<file path="src/rtl/pixel_line_feeder.sv">
// pixel_line_feeder: streams a stored 8-bit grayscale image into the
// line-buffered blur pipeline. The frame is sent as one zero padding line,
// a prefill burst of image lines, then one line per rising edge of i_intr,
// and finally one zero padding line after the last interrupt.
module pixel_line_feeder #(
  parameter int IMG_WIDTH     = 512,
  parameter int IMG_HEIGHT    = 512,
  parameter int PREFILL_LINES = 4,
  parameter int ADDR_W        = 18
) (
  input  logic              axi_clk,
  input  logic              axi_rst,
  input  logic              i_start,
  input  logic              i_intr,
  output logic              o_mem_rd_en,
  output logic [ADDR_W-1:0] o_mem_addr,
  input  logic [7:0]        i_mem_data,
  output logic              o_data_valid,
  output logic [7:0]        o_data,
  input  logic              i_data_ready,
  output logic              o_busy,
  output logic              o_done
);

  localparam logic [2:0] S_IDLE      = 3'd0;
  localparam logic [2:0] S_PAD_TOP   = 3'd1;
  localparam logic [2:0] S_PREFILL   = 3'd2;
  localparam logic [2:0] S_WAIT_INTR = 3'd3;
  localparam logic [2:0] S_LINE      = 3'd4;
  localparam logic [2:0] S_WAIT_PAD  = 3'd5;
  localparam logic [2:0] S_PAD_BOT   = 3'd6;
  localparam logic [2:0] S_DRAIN     = 3'd7;

  localparam int COL_W  = $clog2(IMG_WIDTH + 1);
  localparam int LINE_W = $clog2(IMG_HEIGHT + 1);
  // Prefill never sends more lines than the image holds.
  localparam int PF_END = (PREFILL_LINES < IMG_HEIGHT) ? PREFILL_LINES : IMG_HEIGHT;

  localparam logic [COL_W-1:0]  LAST_COL = COL_W'(IMG_WIDTH - 1);
  localparam logic [LINE_W-1:0] HEIGHT_L = LINE_W'(IMG_HEIGHT);
  localparam logic [LINE_W-1:0] PF_END_L = LINE_W'(PF_END);

  logic [2:0]        state;
  logic [COL_W-1:0]  col_cnt;
  logic [LINE_W-1:0] line_cnt;
  logic [LINE_W-1:0] line_next;
  logic [ADDR_W-1:0] addr_cnt;
  logic              ret_q;
  logic              zero_q;
  logic              intr_q;
  logic              intr_pending;
  logic              intr_edge;
  logic              in_wait;
  logic              consume;
  logic [2:0]        occ;
  logic              can_issue;
  logic              rd_issue;
  logic              zero_issue;
  logic              last_col;
  logic              pipe_empty;
  logic              push;
  logic [7:0]        push_data;
  logic              pop;
  logic [7:0]        fifo_mem [4];
  logic [1:0]        wr_ptr;
  logic [1:0]        rd_ptr;
  logic [2:0]        fifo_count;

  // Occupancy counts FIFO entries plus items that land on the next edge;
  // a read whose address phase is still pending is the fourth slot of slack.
  assign occ        = fifo_count + {2'b00, ret_q} + {2'b00, zero_q};
  assign can_issue  = (occ <= 3'd2);
  assign rd_issue   = can_issue && ((state == S_PREFILL) || (state == S_LINE));
  assign zero_issue = can_issue && ((state == S_PAD_TOP) || (state == S_PAD_BOT));
  assign last_col   = (col_cnt == LAST_COL);
  assign line_next  = line_cnt + LINE_W'(1);
  assign pipe_empty = (fifo_count == 3'd0) && !o_mem_rd_en && !ret_q && !zero_q;

  assign intr_edge  = i_intr && !intr_q;
  assign in_wait    = (state == S_WAIT_INTR) || (state == S_WAIT_PAD);
  assign consume    = in_wait && intr_pending;

  assign push       = ret_q || zero_q;
  assign push_data  = ret_q ? i_mem_data : 8'h00;
  assign pop        = o_data_valid && i_data_ready;

  assign o_data_valid = (fifo_count != 3'd0);
  assign o_data       = o_data_valid ? fifo_mem[rd_ptr] : 8'h00;
  assign o_busy       = (state != S_IDLE);

  // Frame sequencer: walks padding, prefill and interrupt-paced lines.
  always_ff @(posedge axi_clk or negedge axi_rst) begin
    if (!axi_rst) begin
      state    <= S_IDLE;
      col_cnt  <= '0;
      line_cnt <= '0;
      o_done   <= 1'b0;
    end else begin
      o_done <= 1'b0;
      case (state)
        S_IDLE: begin
          col_cnt  <= '0;
          line_cnt <= '0;
          if (i_start) state <= S_PAD_TOP;
        end
        S_PAD_TOP: if (zero_issue && last_col) state <= S_PREFILL;
        S_PREFILL: begin
          if (rd_issue && last_col) begin
            line_cnt <= line_next;
            if (line_next == PF_END_L)
              state <= (line_next == HEIGHT_L) ? S_WAIT_PAD : S_WAIT_INTR;
          end
        end
        S_WAIT_INTR: if (intr_pending) state <= S_LINE;
        S_LINE: begin
          if (rd_issue && last_col) begin
            line_cnt <= line_next;
            state    <= (line_next == HEIGHT_L) ? S_WAIT_PAD : S_WAIT_INTR;
          end
        end
        S_WAIT_PAD: if (intr_pending) state <= S_PAD_BOT;
        S_PAD_BOT: if (zero_issue && last_col) state <= S_DRAIN;
        S_DRAIN: begin
          if (pipe_empty) begin
            o_done <= 1'b1;
            state  <= S_IDLE;
          end
        end
        default: state <= S_IDLE;
      endcase
      if (rd_issue || zero_issue)
        col_cnt <= last_col ? '0 : col_cnt + COL_W'(1);
    end
  end

  // Memory request pipeline: registered strobe/address, then a return stage
  // that lines up with the cycle the synchronous memory presents its data.
  always_ff @(posedge axi_clk or negedge axi_rst) begin
    if (!axi_rst) begin
      o_mem_rd_en <= 1'b0;
      o_mem_addr  <= '0;
      addr_cnt    <= '0;
      ret_q       <= 1'b0;
      zero_q      <= 1'b0;
    end else begin
      o_mem_rd_en <= rd_issue;
      ret_q       <= o_mem_rd_en;
      zero_q      <= zero_issue;
      if (state == S_IDLE) begin
        addr_cnt <= '0;
      end else if (rd_issue) begin
        o_mem_addr <= addr_cnt;
        addr_cnt   <= addr_cnt + ADDR_W'(1);
      end
    end
  end

  // Interrupt edge capture into a sticky flag consumed by the wait states.
  always_ff @(posedge axi_clk or negedge axi_rst) begin
    if (!axi_rst) begin
      intr_q       <= 1'b0;
      intr_pending <= 1'b0;
    end else begin
      intr_q <= i_intr;
      if (state == S_IDLE)
        intr_pending <= 1'b0;
      else if (intr_edge && (state != S_DRAIN))
        intr_pending <= 1'b1;
      else if (consume)
        intr_pending <= 1'b0;
    end
  end

  // Output FIFO pointers and occupancy.
  always_ff @(posedge axi_clk or negedge axi_rst) begin
    if (!axi_rst) begin
      wr_ptr     <= 2'd0;
      rd_ptr     <= 2'd0;
      fifo_count <= 3'd0;
    end else begin
      if (push) wr_ptr <= wr_ptr + 2'd1;
      if (pop)  rd_ptr <= rd_ptr + 2'd1;
      fifo_count <= fifo_count + {2'b00, push} - {2'b00, pop};
    end
  end

  // FIFO storage; contents are only visible through the valid-gated head.
  always_ff @(posedge axi_clk) begin
    if (push) fifo_mem[wr_ptr] <= push_data;
  end

endmodule
</file>
<file path="config.mk">
export PLATFORM = sky130hd
export DESIGN_NAME = pixel_line_feeder
export DESIGN_NICKNAME = d
export VERILOG_FILES = /design/src/rtl/pixel_line_feeder.sv
export SDC_FILE = /design/constraint.sdc
export NUM_CORES = 1
export LEC_CHECK = 0
export BUFFER_PORTS_ARGS = -buffer_cell sky130_fd_sc_hd__buf_2
export CAP_MARGIN = 20
export CORE_MARGIN = 5
export CORE_UTILIZATION = 64
export DETAILED_ROUTE_END_ITERATION = 8
export PLACE_DENSITY = 0.95
export SKIP_LAST_GASP = 1
export SYNTH_ARGS = -nofsm -noshare
export SYNTH_HDL_FRONTEND = slang
export SYNTH_SLANG_ARGS = --single-unit
</file>
<file path="constraint.sdc">
create_clock -name axi_clk -period 7.4 [get_ports axi_clk]
set_input_delay 0.74 -clock axi_clk [delete_from_list [all_inputs] [get_ports axi_clk]]
set_output_delay 0.74 -clock axi_clk [all_outputs]
set_load 0.02 [all_outputs]
</file>
# Yosys cells after proc, flatten, opt, wreduce, memory -nomap -nowiden

Memory sizes are Yosys's and may differ from the RTL's.
Index checks and enable logic that the tools add are counted.

Register bits after elaboration: 72
RAM bits: 32
Bits of input ports: 13
Output and inout port bits: 30
Logic and storage cells: 106
Memories kept: 1

$add $sub $neg: 9
Magnitude comparators: 1
Eq/ne operators: 21
Multiplexer cells: 27
Bitwise gates (word level): 1
Reduce and logical (&&, ||, !) cells: 32

Memories:

| name     | words | width | rd ports | clocked after memory_dff | wr ports | RTL line | RTL |
|---|---|---|---|---|---|---|---|
| fifo_mem | 4     | 8     | 1        | 0                        | 1        | 64       | `logic [7:0] fifo_mem [4];` |

Operators by type and width:

| operator              | number |
|---|---|
| $mux 10               | 4 |
| $mux 18               | 2 |
| $mux 3                | 10 |
| $pmux 3 s8            | 1 |
| $add 10x1->10 const B | 2 |
| $pmux 10 s2           | 1 |
| $add 18x1->18 const B | 1 |
| $mux 8                | 2 |
| $eq 3x3->1 const B    | 4 |
| $ne 2x1->1 const B    | 6 |
| $logic_and 1x1->1     | 11 |
| $eq 10x10->1 const B  | 1 |
| $eq 10x3->1 const B   | 1 |
| $eq 10x9->1 const B   | 1 |
| $add 3x1->3           | 3 |
| $reduce_and 9->1      | 1 |
| $reduce_bool 3->1     | 3 |
| $ne 2x2->1 const B    | 4 |
| $mux 1                | 7 |
| $eq 3x2->1 const B    | 2 |
| $logic_not 3->1       | 2 |
| $reduce_bool 2->1     | 3 |
| $logic_or 1x1->1      | 5 |
| $add 2x1->2 const B   | 2 |
| other kinds (8)       | 12 |

# Depth between registers and ports, before layout

Depth after elaboration: 7
Depth in mapped cells: 13
Mapped depth without buffers: 10

# Worst setup path before layout

No wires, ideal clock.

Path type: reg2reg
Start: reg ret_q
End: reg addr_cnt[17]
Library setup time: 0.078 ns
Data arrival time: 2.608 ns
Required time: 7.322 ns
Setup slack: 4.714 ns
Cell stages (with the launch flop): 13
Buffers on the path: 2
Period minus slack after synthesis: 2.686 ns
Path through: dfrtp_1 inv_1 fa_1 inv_1 ha_1 nor2b_1 or4_1 buf_2 clkinv_4 buf_8 nand4_1 or3_1 a21oi_1

Cells in the longest elaborated chain, start to end: 5

RTL lines:

| item                               | RTL line | RTL |
|---|---|---|
| start: declaration                 | 48       | `logic ret_q;` |
| start signal: assignment           | 147      | `ret_q <= o_mem_rd_en;` |
| $add 3x1->3 (2 in series)          | 71       | `assign occ = fifo_count + {2'b00, ret_q} + {2'b00, zero_q};` |
| $le 3x2->1                         | 72       | `assign can_issue = (occ <= 3'd2);` |
| $logic_and 1x1->1                  | 73       | `assign rd_issue = can_issue && ((state == S_PREFILL) \|\| (state == S_LINE));` |
| $reduce_bool 2->1 (no source line) | n/a      |  |
| end signal: assignment             | 153      | `addr_cnt <= addr_cnt + ADDR_W'(1);` |
| end: declaration                   | 47       | `logic [ADDR_W-1:0] addr_cnt;` |

Every way passes these cells.
A chain may end at the register's enable or synchronous reset.

# Final worst setup path

Start: reg ret_q
End: reg addr_cnt[14]

The elaborated chain is that of the path after synthesis.

==> impl_metrics.yaml <==
run_status:
  outcome: "completed"
yosys:
  synthArstFlopShare_pct: 69.23
  synth_area_per_cell_sq_um: 10.66
  ys.flop_type: "dfrtp_1"
  ys_seq_area_share_pct: 55.73
  yosysUniqueCellTypes: 48
  yosysWarningCount: 0
  synth.cell_area_sq_um: 4957
  synth_edf_count: 32
  synth_nets: 491
  ys_ff_latch: 104
  synthCells: 465
detailed_routing:
  via_per_inst: 5.952
  drc: 0
  wl_per_cell_um: 15.84
  wl_um: 9633
  dr.pass1.iters: 5
  first_iter_violations: 251
  postRouteAntennaNets: 0
  vias: 3619
clock_tree:
  clk_pin_slew_ns: 0.10
  tritoncts: "done"
  cts_buffer_depth: 2
  h-tree-depth: 3
  root_buffer: "clkbuf_8"
  cts-buffers-inserted: 9
  postCtsSetupBuffers: 0
  postCtsHoldBufs: 0
  insertion_delay_ns: 0.37
  postCtsResizedCells: 0
  cts.sinks: 104
pwr:
  power_frac_clock_pct: 22.0
  p_sw_w: 0.0005147
  powerDensity_nw_per_um2: 276.8
  comb_power_share_pct: 29.2
  p_int_w: 0.0009902
  seqPwrFrac_pct: 48.8
  ir_worst_vdd_v: 0.0001469
  total_leakage_power_nw: 2.399
  switching_share_pct: 34.20
layout:
  final_cells: 608
  nets: 527
  area_growth_pct: 9.667
  drive_gt1_share_pct: 15.22
  n_antenna_cell: 0
  postLayoutCoreUtil_pct: 71.09
placed_design:
  placed_cells: 591
  numPortBuffers: 42
  dp.final_hpwl_um: 6750
  gp_congestion: 0.8997
timing:
  hold_violations: 0
  slew_violations: 0
  setup_violations: 0
  worst_slew_pin_slew_ns: 0.8690
  finalCriticalPeriod_ns: 3.363
  fin_crit_sh_pct: 45.44
  rsz0062_at_grt: "no"
  fmax_mhz: 297.4
  clock_skew_ns: 0.01229
  setup_tns_ns: 0
  maxSlewHeadroom_pct: 42.06
die:
  rows: 32
  ios: 43
  start_util_pct: 64.82
  die_y_um: 98.01
  die_w_um: 98.01
  die-area_sq_um: 9606
  core_sq_um: 7647
global_route:
  grt_pass1_vias: 3487
  grt_start_max_net_pins: 73
  antenna_found_initial: 0
  grt_overflow: 0
  grt.total_usage_pct: 21.26
  grt_pass1_wl_um: 16570
critical_path:
  required_ns: 7.69
  critPathLaunchType: "register"
  critPathKind: "reg -> reg"
  crit_path_end_kind: "register"
  path_max_fanout: 29
  worstPathArrival_ns: 3.66
  rrSetupSlack_ns: 4.04
min_path:
  hold_path.class: "reg -> reg"
flow_run:
  cap_violations: 0
==> synthesized netlist by cell type (10+ instances only) <==
cell type  number  area (sq um)
a21oi_1        14         70.07
and2_1         22         137.6
clkbuf_1       14         52.55
dfrtp_1        72          1802
edfxtp_1       32         960.9
ha_1           11         137.6
inv_1          16         60.06
nand2_1        79         296.5
nand3_1        15         75.07
nand4_1        13         81.33
nor2_1         23         86.33
nor3_1         16         80.08
o21ai_0        35         175.2
xnor2_1        15         131.4
xor2_1         10         87.58
==> sequential cells by signal, summed over array words and instances (netlist names) <==
| signal | count |
|---|---|
| fifo_mem | 32 |
| addr_cnt | 18 |
| o_mem_addr | 18 |
| col_cnt | 10 |
| line_cnt | 10 |
| fifo_count | 3 |
| state | 3 |
| rd_ptr | 2 |
| wr_ptr | 2 |
| intr_pending | 1 |
| intr_q | 1 |
| o_done | 1 |
| o_mem_rd_en | 1 |
| ret_q | 1 |
| zero_q | 1 |
==> routing by layer <==
metal / GRT usage (%) / share of wire (%) / vias to the layer above
met5: 0 / 0 / -
met1: 27.67 / 41 / 1762
met2: 35.71 / 52 / 122
met4: 7.881 / 1.8 / 0
li1: - / - / 1718
met3: 4.000 / 5.4 / 17
==> final timing paths <==
check	start	end	cells after the start
max in group asynchronous	axi_rst	state[1]	2
hold / removal	o_mem_rd_en	ret_q	0
setup reg to reg	ret_q	addr_cnt[14]	11
min in group asynchronous	axi_rst	line_cnt[8]	2
hold reg to reg	o_mem_rd_en	ret_q	0
setup / recovery	ret_q	addr_cnt[14]	11
==> power groups by stage <==
stage          clock [W]  sequential (W)  combinational [W]
2_1_floorplan          0        0.000711           0.000353
3_3_place_gp           0        0.000741           0.000419
3_5_place_dp           0        0.000748           0.000443
4_1_cts         0.000336        0.000736           0.000444
5_1_grt         0.000364        0.000746           0.000489
6_report        0.000331        0.000734           0.000440
==> kinds of logic after synthesis <==
kind of cell	Yosys count	synth area share (%)
muxes	9	3.862
adders and majority gates	13	3.584
xor gates and xnor gates	25	4.417
buffers and inverters	37	3.256
DFF	104	55.73
AOI/OAI and AO/OA	70	8.355
and+or+nand+nor	207	20.80
==> critical path: stages (launching register included) <==
cell	delay, ns
dfrtp_1	0.53
inv_1	0.14
fa_1	0.42
inv_1	0.06
ha_1	0.23
nor2b_1	0.13
or4_1	0.67
buf_16	0.24
clkinv_4	0.18
nand4_4	0.17
or3_1	0.35
a21oi_1	0.17
==> per-stage QoR <==
stage,setup WS (ns),instance area (sq um),hold WS (ns),total power [W]
2_1_floorplan,4.714,4957,0.4444,0.001064
3_3_place_gp,3.854,5223,0.4399,0.001160
3_5_place_dp,3.684,5223,0.4204,0.001191
4_1_cts,3.661,5409,0.4389,0.001517
5_1_grt,3.755,5436,0.4505,0.001599
6_report,4.037,5436,0.4371,0.001505
==> cell type report <==
type,instances,area (sq um)
clock buffer,9,123.9
clock inverter,7,62.56
fill,555,2211
inverter,17,68.82
multi-input combinational,324,2038
sequential,104,2763
tap,102,127.6
timing repair buffer,45,252.7
==> layout by cell type (no fill, tap or decap), types with 16 or more instances in the layout <==
cell,n
and2_1,22
buf_2,42
dfrtp_1,72
edfxtp_1,32
inv_1,16
nand2_1,79
nor2_1,23
o21ai_0,35
(Power assumes the default switching activity.)
